===== src/rtl/lcd_controller_pkg.sv =====
// Shared definitions for the HD44780 4-bit LCD write path.
// Holds the FSM encodings, the init/config tables and the slow-command rule.
package lcd_controller_pkg;

  typedef enum logic [2:0] {
    ST_INIT_WAIT, ST_INIT_NIB, ST_INIT_DLY, ST_CFG, ST_IDLE, ST_BYTE, ST_POST_WAIT
  } state_t;

  typedef enum logic [2:0] {
    SP_IDLE, SP_SETUP, SP_PULSE, SP_HOLD, SP_GAP
  } phase_t;

  // Element [0] is sent first.
  localparam logic [3:0][3:0] INIT_NIBS = {4'h2, 4'h3, 4'h3, 4'h3};
  localparam logic [3:0][7:0] CFG_CMDS  = {8'h01, 8'h0C, 8'h06, 8'h28};

  localparam logic [7:0] OP_CLEAR = 8'h01;
  localparam logic [7:0] OP_HOME  = 8'h02;

  // Clear and home need the long post-wait; every other byte uses the short one.
  function automatic logic is_slow_cmd(input logic [7:0] b, input logic rs);
    return !rs && (b == OP_CLEAR || b == OP_HOME);
  endfunction

endpackage


===== src/rtl/lcd_controller_byte_sender.sv =====
// Drives E/RS/data for one byte (two nibbles) or a single init nibble.
// Owns the setup, E-pulse, hold and inter-nibble gap timing.
module lcd_byte_sender
  import lcd_controller_pkg::*;
#(
  parameter int T_SETUP  = 2,
  parameter int T_EPULSE = 12,
  parameter int T_GAP    = 50
) (
  input  logic       clk,
  input  logic       rst,
  input  logic       start,
  input  logic [7:0] din,
  input  logic       rs_in,
  input  logic       nibble_only,
  output logic       done,
  output logic       busy,
  output logic       e,
  output logic       rs,
  output logic [3:0] data
);

  if (T_SETUP < 1 || T_SETUP > 256 || T_EPULSE < 1 || T_EPULSE > 256 ||
      T_GAP < 1 || T_GAP > 256) begin : g_chk
    $error("lcd_byte_sender: nibble timing does not fit the 8-bit counter");
  end

  phase_t     phase, phase_n;
  logic [7:0] tcnt, tcnt_n;
  logic [3:0] lo_nib;
  logic       second;

  always_ff @(posedge clk) begin
    if (rst) begin
      phase  <= SP_IDLE;
      tcnt   <= '0;
      data   <= '0;
      rs     <= 1'b0;
      lo_nib <= '0;
      second <= 1'b0;
    end else begin
      phase <= phase_n;
      tcnt  <= tcnt_n;
      if (start && phase == SP_IDLE) begin
        rs     <= rs_in;
        data   <= nibble_only ? din[3:0] : din[7:4];
        lo_nib <= din[3:0];
        second <= nibble_only;
      end else if (phase == SP_GAP && tcnt == '0) begin
        data   <= lo_nib;
        second <= 1'b1;
      end
    end
  end

  always_comb begin
    phase_n = phase;
    tcnt_n  = (tcnt != '0) ? tcnt - 8'd1 : tcnt;
    case (phase)
      SP_IDLE:  if (start) begin phase_n = SP_SETUP; tcnt_n = 8'(T_SETUP - 1); end
      SP_SETUP: if (tcnt == '0) begin phase_n = SP_PULSE; tcnt_n = 8'(T_EPULSE - 1); end
      SP_PULSE: if (tcnt == '0) phase_n = SP_HOLD;
      SP_HOLD: begin
        if (second) phase_n = SP_IDLE;
        else begin phase_n = SP_GAP; tcnt_n = 8'(T_GAP - 1); end
      end
      SP_GAP:   if (tcnt == '0) begin phase_n = SP_SETUP; tcnt_n = 8'(T_SETUP - 1); end
      default:  phase_n = SP_IDLE;
    endcase
  end

  always_comb begin
    e    = (phase == SP_PULSE);
    busy = (phase != SP_IDLE);
    done = (phase == SP_HOLD) && second;
  end

endmodule


===== src/rtl/lcd_controller.sv =====
// HD44780 4-bit LCD controller: power-on init, configuration, then one byte per
// accepted CPU write strobe. Long waits share one down-counter.
module lcd_controller
  import lcd_controller_pkg::*;
#(
  parameter int CNT_W     = 20,
  parameter int T_POWERON = 750000,
  parameter int T_4100US  = 205000,
  parameter int T_100US   = 5000,
  parameter int T_40US    = 2000,
  parameter int T_1640US  = 82000,
  parameter int T_SETUP   = 2,
  parameter int T_EPULSE  = 12,
  parameter int T_GAP     = 50
) (
  input  logic       Clock,
  input  logic       Reset,
  input  logic [7:0] iLCD_Data,
  input  logic       iLCD_RegisterSelect,
  input  logic       iLCD_Write,
  output logic       oLCD_Ready,
  output logic       oLCD_Enabled,
  output logic       oLCD_RegisterSelect,
  output logic       oLCD_ReadWrite,
  output logic       oLCD_StrataFlashControl,
  output logic [3:0] oLCD_Data
);

  localparam longint CNT_MAX = longint'(1) << CNT_W;

  if (T_POWERON < 2 || longint'(T_POWERON) > CNT_MAX || longint'(T_4100US) > CNT_MAX ||
      longint'(T_100US) > CNT_MAX || longint'(T_40US) > CNT_MAX ||
      longint'(T_1640US) > CNT_MAX || T_4100US < 1 || T_100US < 1 || T_40US < 1 ||
      T_1640US < 1) begin : g_chk
    $error("lcd_controller: delay parameter does not fit CNT_W");
  end

  state_t           state, state_n;
  logic [CNT_W-1:0] cnt, cnt_n;
  logic [2:0]       init_idx, init_idx_n, cfg_idx, cfg_idx_n;
  logic             fresh;
  logic [7:0]       byte_q;
  logic             rs_q;
  logic             snd_start, snd_nib_only, snd_rs, snd_done, snd_busy;
  logic [7:0]       snd_din;

  function automatic logic [CNT_W-1:0] post_dly(input logic [7:0] b, input logic rs);
    return is_slow_cmd(b, rs) ? CNT_W'(T_1640US - 1) : CNT_W'(T_40US - 1);
  endfunction

  function automatic logic [CNT_W-1:0] init_dly(input logic [1:0] idx);
    case (idx)
      2'd0:    return CNT_W'(T_4100US - 1);
      2'd1:    return CNT_W'(T_100US - 1);
      default: return CNT_W'(T_40US - 1);
    endcase
  endfunction

  always_ff @(posedge Clock) begin
    if (Reset) begin
      state    <= ST_INIT_WAIT;
      cnt      <= '0;
      init_idx <= '0;
      cfg_idx  <= '0;
      fresh    <= 1'b1;
      byte_q   <= '0;
      rs_q     <= 1'b0;
    end else begin
      state    <= state_n;
      cnt      <= cnt_n;
      init_idx <= init_idx_n;
      cfg_idx  <= cfg_idx_n;
      fresh    <= 1'b0;
      if (state == ST_IDLE && iLCD_Write) begin
        byte_q <= iLCD_Data;
        rs_q   <= iLCD_RegisterSelect;
      end
    end
  end

  always_comb begin
    state_n    = state;
    cnt_n      = (cnt != '0) ? cnt - 1'b1 : cnt;
    init_idx_n = init_idx;
    cfg_idx_n  = cfg_idx;
    case (state)
      // Counter is zero out of reset, so the power-on wait is loaded on its first cycle.
      ST_INIT_WAIT: begin
        if (fresh) cnt_n = CNT_W'(T_POWERON - 2);
        else if (cnt == '0) state_n = ST_INIT_NIB;
      end
      ST_INIT_NIB: if (snd_done) begin
        state_n    = ST_INIT_DLY;
        cnt_n      = init_dly(init_idx[1:0]);
        init_idx_n = init_idx + 3'd1;
      end
      ST_INIT_DLY: if (cnt == '0) state_n = (init_idx == 3'd4) ? ST_CFG : ST_INIT_NIB;
      ST_CFG: if (snd_done) begin
        state_n   = ST_POST_WAIT;
        cnt_n     = post_dly(CFG_CMDS[cfg_idx[1:0]], 1'b0);
        cfg_idx_n = cfg_idx + 3'd1;
      end
      ST_IDLE: if (iLCD_Write) state_n = ST_BYTE;
      ST_BYTE: if (snd_done) begin
        state_n = ST_POST_WAIT;
        cnt_n   = post_dly(byte_q, rs_q);
      end
      ST_POST_WAIT: if (cnt == '0) state_n = (cfg_idx == 3'd4) ? ST_IDLE : ST_CFG;
      default: state_n = ST_INIT_WAIT;
    endcase
  end

  always_comb begin
    oLCD_Ready   = (state == ST_IDLE);
    snd_start    = 1'b0;
    snd_din      = '0;
    snd_rs       = 1'b0;
    snd_nib_only = 1'b0;
    case (state)
      ST_IDLE: begin
        snd_start = iLCD_Write;
        snd_din   = iLCD_Data;
        snd_rs    = iLCD_RegisterSelect;
      end
      ST_INIT_NIB: begin
        snd_start    = !snd_busy;
        snd_din      = {4'h0, INIT_NIBS[init_idx[1:0]]};
        snd_nib_only = 1'b1;
      end
      ST_CFG: begin
        snd_start = !snd_busy;
        snd_din   = CFG_CMDS[cfg_idx[1:0]];
      end
      default: ;
    endcase
  end

  assign oLCD_ReadWrite          = 1'b0;
  assign oLCD_StrataFlashControl = 1'b1;

  lcd_byte_sender #(
    .T_SETUP (T_SETUP),
    .T_EPULSE(T_EPULSE),
    .T_GAP   (T_GAP)
  ) u_sender (
    .clk        (Clock),
    .rst        (Reset),
    .start      (snd_start),
    .din        (snd_din),
    .rs_in      (snd_rs),
    .nibble_only(snd_nib_only),
    .done       (snd_done),
    .busy       (snd_busy),
    .e          (oLCD_Enabled),
    .rs         (oLCD_RegisterSelect),
    .data       (oLCD_Data)
  );

endmodule


===== config.mk =====
export PLATFORM = sky130hd
export DESIGN_NAME = lcd_controller
export DESIGN_NICKNAME = d
export VERILOG_FILES = /design/src/rtl/lcd_controller_pkg.sv /design/src/rtl/lcd_controller_byte_sender.sv /design/src/rtl/lcd_controller.sv
export SDC_FILE = /design/constraint.sdc
export NUM_CORES = 1
export LEC_CHECK = 0
export ABC_AREA = 1
export BUFFER_PORTS_ARGS = -buffer_cell sky130_fd_sc_hd__buf_2
export CAP_MARGIN = 0
export CORE_MARGIN = 1.5
export CORE_UTILIZATION = 30
export CTS_CLUSTER_DIAMETER = 30
export DETAILED_ROUTE_END_ITERATION = 6
export PLACE_DENSITY_LB_ADDON = 0.08
export SYNTH_ARGS = -nofsm -noshare
export SYNTH_HDL_FRONTEND = slang
export SYNTH_SLANG_ARGS = --single-unit

===== constraint.sdc =====
create_clock -name Clock -period 2.2 [get_ports Clock]
set_clock_uncertainty 0.1 [all_clocks]
set_input_delay 0 -clock Clock [delete_from_list [all_inputs] [get_ports Clock]]
set_output_delay 0 -clock Clock [all_outputs]
set_load 0.02 [all_outputs]

* Word level (Yosys, flattened, before mapping) *
Cells that the tools add are included.

word-level totals
  bits of input ports = 12
  output and inout port bits = 9
  register bits after elaboration = 60

cells by class
  reductions and logical operators = 24
  add/subtract/negate cells = 4
  magnitude comparators = 2
  multiplexer cells = 45
  eq/ne operators = 28

operators by type and width
  cell                                                                      number
  20-bit 2-to-1 mux                                                         5
  20-bit one-hot mux with 4 select lines                                    1
  8-bit 2-to-1 mux                                                          6
  3-bit 2-to-1 mux                                                          13
  18-bit one-hot mux with 2 select lines                                    1
  17-bit 2-to-1 mux                                                         2
  8-bit one-hot mux with 4 select lines                                     1
  8-bit one-hot mux with 3 select lines                                     1
  20-bit zero test                                                          1
  20-bit nonzero test                                                       1
  20-bit by 1-bit subtractor with 20-bit output (second input constant)     1
  3-bit equality test (second input constant)                               6
  3-bit one-hot mux with 6 select lines                                     1
  8-bit binary-select mux with 2-bit select                                 1
  8-bit by 1-bit equality test with 1-bit output (second input constant)    2
  8-bit by 2-bit equality test with 1-bit output (second input constant)    2
  4-bit 2-to-1 mux                                                          4
  3-bit one-hot mux with 5 select lines                                     1
  2-bit inequality test (second input constant)                             7
  3-bit by 2-bit equality test with 1-bit output (second input constant)    4
  4-bit binary-select mux with 2-bit select                                 1
  8-bit zero test                                                           1
  2-bit by 1-bit inequality test with 1-bit output (second input constant)  4
  8-bit nonzero test                                                        1
  19 further kinds                                                          35

* Depth between registers and ports, before layout *
Gate-level depths: netlist (run 1).

  word-level depth = 7
  gate-level depth with buffers = 13
  gate-level depth less buffers = 12

* Modules after synthesis *
Synthesis (run 1) repeated with hierarchy kept, for this count alone.

unflattened totals
  cells, all modules = 589
  area, all modules = 3807.4 µm²

by module, submodules not included
  module           area each (µm²)  cells each  times used  seq. area each (µm²)
  lcd_controller   2603.7           410         1           780.7
  lcd_byte_sender  1203.7           179         1           420.4

* Worst setup path before layout (run 1) *
Ideal clock, no wire load.

  path kind = flip-flop to flip-flop
  from = reg u_sender.tcnt[0]
  to = reg u_sender.tcnt[0]
  clock period less this slack = 1.804 ns
  data required time = 1.990 ns
  setup time = 0.110 ns
  path buffers = 0
  cell stages (with the launch flop) = 11
  slack = 0.396 ns
  arrival time = 1.594 ns
  path through = dfxtp_1 -> inv_1 -> ha_1 -> nand4_2 -> nor3_4 -> inv_2 -> ha_1 -> nand2_1 -> o2111ai_1 -> nand2_1 -> inv_1

on the way
  longest elaborated chain between the ends = 4

RTL lines
  what                                                                                      line                              source
  from (decl)                                                                               lcd_controller_byte_sender.sv:29  logic [7:0] tcnt, tcnt_n;
  from (signal assigned)                                                                    lcd_controller_byte_sender.sv:43  tcnt <= tcnt_n;
  8-bit by 1-bit subtractor with 8-bit output / 8-bit nonzero test (equally long branches)  lcd_controller_byte_sender.sv:58  tcnt_n = (tcnt != '0) ? tcnt - 8'd1 : tcnt;
  8-bit 2-to-1 mux                                                                          lcd_controller_byte_sender.sv:58
  8-bit 2-to-1 mux (on tied branches)                                                       --
  8-bit one-hot mux with 4 select lines *                                                   lcd_controller_byte_sender.sv:59  case (phase)

Every way passes the cells marked *; elsewhere a longest branch is shown, timed or not.
A chain may end at the register's enable or synchronous reset.

* Worst setup path in the final report (run 1) *
Same ends and word-level chain as after synthesis.

==> results.yml, run 1 <==
floorplanning:
  io_pins: 21
  num_rows: 39
  design.core.area_mm2: 0.0116
  start_util: 0.311
  die_h_um: 112
  die_area_mm2: 0.0126
  die_w_um: 112
sta:
  fmax_mhz: 492
  fin_setup_tns_ps: 0
  final_max_slew_viol_count: 0
  rsz0062_at_grt: "false"
  whs_ps: 13.6
  hold_viol: 0
  fin_ws_ps: 167
  period_minus_slack_ps: 2030
  finalCritPeriodShare: 0.924
  finalSetupViolCount: 0
cts:
  numCtsBuffers: 9
  clkLatencyLatePin_ps: 330
  cts_tree: "yes"
  clk_pin_slew_ps: 60
  clockBufferDepth: 2
  htreeDepth: 3
  root_buffer: "clkbuf_16"
  cts.sinks: 60
yosys:
  synthFlopType: "dfxtp_1"
  synth_compound_area_frac: 0.142
  synth_cells: 543
  syn-num-nets: 567
  synth_seq_cells: 60
  synth_top_family_by_area: "simple AND/OR/NAND/NOR gates"
  muxShareOfSynthArea: 0
  async_reset_ff_frac: 0
  synthSimpleGateAreaFrac: 0.352
  synth.avg_cell_area_um2: 6.62
  yosys_warnings: 0
  yosysSeqAreaShare: 0.334
  synth_edf_count: 0
  mappedNetlistArea_mm2: 0.00359
  synth_fa_ha_area_frac: 0.0418
  yosysUniqueCellTypes: 41
  synth-xor-area-share: 0.0292
hold_path:
  holdPathEnd: "cnt[2]"
  hold_path_class: "in -> reg"
  hold_start: "Reset"
  hold_depth: 4
global_routing:
  grt_pass1_wl_um: 16400
  grt_max_degree: 30
  grt_usage: 0.163
  gr-total-overflow: 0
  antenna_found_initial: 0
  grt_pass1_vias: 3353
pwr:
  pwr_density_cell_mw_per_mm2: 855
  leakagePower_nw: 2.00
  max-vdd-ir-drop_mv: 0.378
cells_and_area:
  regArea_mm2: 0.00120
  fin_nets: 601
  multiInputGateArea_mm2: 0.00204
  final_core_util: 0.369
  insertedDiodeCount: 0
  syn2layout_area_growth_pct: 18.8
  drive_above_1_share: 0.129
  fill_cells: 1242
worst_setup_path:
  critPathArrivalTime_ps: 2160
  rrSetupSlack_ps: 170
  cp.required_ps: 2330
  worstSetupStartpointType: "flip-flop"
  reg2reg_to: "u_sender.tcnt[0]"
  r2r_start: "u_sender.tcnt[0]"
  r2r_cells: 10
  critical_path.endpoint_type: "flip-flop"
  cp_max_fo: 10
  path_class: "reg -> reg"
run:
  max-cap-violations: 0
place:
  numPortBuffers: 18
  dp_slack_ps: 197
  gp_congestion: 0.840
  dp.final_hpwl_um: 7210
detailed_routing:
  firstDrtPassIters: 4
  vias: 3442
  routed_via_density: 4.75
  detail-route-antenna-nets: 0
  drc: 0
  routed_wl_um: 9580
  wl_per_cell_um: 13.2
  drt_iter0_drc: 141
run_status:
  status: "complete, no violations"
[through the flow]
| step | cell area, µm² | power (mW) | instances |
|---|---|---|---|
| after floorplan | 3590 | 1.95 | 543 |
| after global placement | 3840 | 2.14 | 698 |
| after detailed placement | 3840 | 2.14 | 698 |
| after CTS | 4270 | 3.69 | 725 |
| after global routing | 4270 | 3.89 | 725 |
| final | 4270 | 3.65 | 725 |
[flip-flops by register name, summed over array words and instances, names as in the netlist]
name             flops
byte_q               8
cfg_idx              3
cnt                 20
fresh                1
init_idx             3
rs_q                 1
state                3
u_sender.data        4
u_sender.lo_nib      4
u_sender.phase       3
u_sender.rs          1
u_sender.second      1
u_sender.tcnt        8
[cell usage in the layout, fill, tap and decap left out, types with 7 or more instances in the layout]
| cell type | count |
|---|---|
| nand2_1 | 131 |
| inv_1 | 66 |
| nor2_1 | 61 |
| dfxtp_1 | 59 |
| a21oi_1 | 44 |
| nand3_1 | 38 |
| o21ai_0 | 27 |
| buf_2 | 18 |
| ha_1 | 12 |
| nor3_1 | 11 |
| dlygate4sd3_1 | 11 |
| clkbuf_16 | 9 |
| xor2_1 | 8 |
| nand4_1 | 8 |
| buf_4 | 7 |
[what timing repair did]
item                       CTS  global route
resized for setup            0             2
setup endpoints to repair    0             1
hold buffers                11             0
hold endpoints to repair    15             0
setup buffers                0             0
[worst max path at each step]
stage / start / end / cells after the start
floorplan: u_sender.tcnt[0] / u_sender.tcnt[0] / 10
global placement: state[0] / u_sender.data[0] / 10
detailed placement: u_sender.tcnt[0] / u_sender.tcnt[0] / 10
CTS: u_sender.tcnt[0] / u_sender.tcnt[0] / 10
global route: u_sender.tcnt[0] / u_sender.tcnt[0] / 10
finish: u_sender.tcnt[0] / u_sender.tcnt[0] / 10
[power breakdown]
| part | switching, mW | leakage, nW | total [mW] | internal [mW] |
|---|---|---|---|---|
| combinational | 0.522 | 1.35 | 0.845 | 0.323 |
| sequential | 0.0971 | 0.490 | 1.29 | 1.19 |
| clock | 0.505 | 0.159 | 1.52 | 1.02 |
| total | 1.12 | 2.00 | 3.65 | 2.53 |
[synth_stat cells (2+ instances only)]
master      n  share of area
nand2_1   131           0.14
inv_1      66          0.069
nor2_1     61          0.064
dfxtp_1    60           0.33
a21oi_1    44          0.061
nand3_1    38          0.053
o21ai_0    27          0.038
ha_1       12          0.042
nor3_1     11          0.015
nand4_1     8          0.014
xor2_1      8          0.019
inv_2       7         0.0073
o21ai_1     6         0.0084
clkbuf_1    5         0.0052
a31oi_1     4         0.0070
buf_2       4         0.0056
nand2_4     4          0.013
nor2_2      4         0.0070
nor2_4      4          0.013
or2_2       4         0.0070
xnor2_1     4         0.0097
nand3_2     3         0.0084
o211ai_1    3         0.0063
o21ai_2     3         0.0073
buf_4       2         0.0042
buf_6       2         0.0063
conb_1      2         0.0021
nand2_2     2         0.0035
o22ai_1     2         0.0035
[final cells by class]
type / instances / share of cell area
Clock buffer: 11 / 0.0568
Multi-Input combinational cell: 396 / 0.478
Clock inverter: 5 / 0.0176
Timing Repair Buffer: 36 / 0.0592
Sequential cell: 60 / 0.282
Inverter: 74 / 0.0653
Tap cell: 143 / 0.0419
[worst max-delay path, stage by stage, from the launching register on]
cell and delay, ps:
dfxtp_1 310, inv_1 100, ha_1 260, nand4_2 170, nor3_4 280, inv_2 150, ha_1 290, nand2_1 60
o2111ai_1 100, nand2_1 70, inv_1 30
[metal layers]
layer / up-vias / GRT usage / share of wire
li1: 1809 / - / -
met1: 1553 / 0.220 / 0.50
met2: 76 / 0.264 / 0.45
met3: 4 / 0.0297 / 0.042
met4: 0 / 0.0557 / 0.0077
met5: - / 0 / 0
[cell families (layout without fill, tap and decap cells)]
kind of cell             Yosys count  in the layout
AND/OR/NAND/NOR                  276            276
AO/OA/AOI/OAI                     94             94
buffers and inverters             87            126
flip-flops                        60             60
adder cells (fa/ha/maj)           12             12
XOR/XNOR                          12             12
other                              2              2
(Power assumes the default switching activity.)
==> inputs of run 2 (changes only) <==
BUFFER_PORTS_ARGS = -buffer_cell sky130_fd_sc_hd__clkbuf_2   (was -buffer_cell sky130_fd_sc_hd__buf_2)
==> results.yml, run 2 (same netlist as run 1, synthesis figures left out) <==
run_status:
  status: "complete, no violations"
cells_and_area:
  insertedDiodeCount: 0
  fin_nets: 604
  largest_register_ffs: 20
  layout_common_cells: "nand2_1, inv_1, nor2_1, dfxtp_1, a21oi_1"
  largestRegisters: "cnt: 20 flops, byte_q: 8 flops, u_sender.tcnt: 8 flops"
  design_area_mm2: 0.00429
  drive_above_1_share: 0.130
  top_register: "cnt"
  final_common_cell: "nand2_1"
  syn2layout_area_growth_pct: 19.4
worst_setup_path:
  critPathArrivalTime_ps: 2110
  path_class: "reg -> reg"
  rrSetupSlack_ps: 210
  reg2reg_to: "u_sender.data[2]"
  critical_path.endpoint_type: "flip-flop"
  worstSetupStartpointType: "flip-flop"
  r2r_start: "u_sender.tcnt[0]"
  cp_max_fo: 7
  cp.required_ps: 2330
  r2r_cells: 10
detailed_routing:
  wl_per_cell_um: 13.0
  drc: 0
  vias: 3447
  drt_iter0_drc: 114
  routed_wl_um: 9480
  firstDrtPassIters: 4
  detail-route-antenna-nets: 0
  routed_via_density: 4.73
run:
  max-cap-violations: 0
hold_path:
  hold_depth: 3
  holdPathEnd: "byte_q[4]"
  hold_path_class: "in -> reg"
  hold_start: "iLCD_Write"
global_routing:
  antenna_found_initial: 0
  grt_usage: 0.160
  grt_pass1_vias: 3235
  grt_max_degree: 30
  gr-total-overflow: 0
  grt_pass1_wl_um: 16000
place:
  dpl-instance-area_mm2: 0.00384
  numPortBuffers: 18
  gp_congestion: 0.847
  dp.final_hpwl_um: 7140
cts:
  numCtsBuffers: 9
  cts.sinks: 60
  htreeDepth: 3
  cts_tree: "yes"
  clockBufferDepth: 2
  clkLatencyLatePin_ps: 340
  root_buffer: "clkbuf_16"
  post_cts_resized: 0
  clk_pin_slew_ps: 50
floorplanning:
  die_w_um: 112
  die_h_um: 112
  start_util: 0.311
  num_rows: 39
  design.core.area_mm2: 0.0116
  die_area_mm2: 0.0126
  io_pins: 21
sta:
  fmax_mhz: 503
  fin_setup_tns_ps: 0
  final_max_slew_viol_count: 0
  hold_viol: 0
  finalCritPeriodShare: 0.903
  rsz0062_at_grt: "false"
  finalSetupViolCount: 0
  period_minus_slack_ps: 1990
pwr:
  max-vdd-ir-drop_mv: 0.328
  pwr_density_cell_mw_per_mm2: 863
  leakagePower_nw: 2.01
-- run 2: changes by cell type in the layout (fill, tap and decap cells not counted), sizes merged --
cell and change:
buf -16, dlygate4sd3 +1, inv +1, clkbuf +18, clkinv -1
-- run 2: critical path, cell delays in order (launching register included) --
cell,delay (ps)
dfxtp_1,320
inv_1,90
ha_1,250
nand4_2,170
nor3_4,260
buf_4,160
nand2_1,60
nand2_1,170
inv_1,100
nor2_1,140
nor2_1,60
-- run 2: worst max-delay path by stage --
stage / slack (ps) / cells after the start / startpoint / to
after global placement: 230 / 10 / state[0] / u_sender.data[0]
after floorplan: 400 / 10 / u_sender.tcnt[0] / u_sender.tcnt[0]
after global routing: 9 / 10 / state[0] / u_sender.data[2]
after detailed placement: 220 / 10 / u_sender.tcnt[0] / u_sender.tcnt[0]
after CTS: 200 / 10 / u_sender.tcnt[0] / u_sender.tcnt[0]
final: 210 / 10 / u_sender.tcnt[0] / u_sender.data[2]
-- run 2: layout make-up --
class	instances	area (µm²)
Timing Repair Buffer	39	278
Fill cell	1217	7270
Clock buffer	11	243
Multi-Input combinational cell	396	2040
Sequential cell	60	1200
Inverter	74	278
Tap cell	143	179
Clock inverter	5	75.1
-- run 2: power by group --
part	switching, mW	total [mW]	internal (mW)
Sequential	0.0958	1.28	1.19
Combinational	0.522	0.882	0.360
Clock	0.520	1.54	1.02
-- run 2: repair_timing --
action                                 in CTS  in global routing
buffers inserted                            0                  2
endpoints found under the hold margin      19                  0
setup endpoints to repair                   0                  1
hold buffers                               12                  0
-- run 2: through the flow --
step,cells,hold WS [ps],setup WS (ps),power (mW),util
after floorplan,543,-72.3,396,1.95,-
after global placement,698,175,229,2.14,0.332
after detailed placement,698,185,217,2.13,0.332
after CTS,726,23.6,203,3.69,0.370
after global routing,728,62.6,9.19,3.92,0.371
final,728,19.9,214,3.70,0.371
-- run 2: routing by layer --
metal / up-vias / GRT usage / wire length, µm
met4: 0 / 0.0658 / 148
met3: 12 / 0.0227 / 323
met1: 1557 / 0.218 / 4820
li1: 1824 / - / -
met2: 54 / 0.255 / 4180
met5: - / 0 / 0
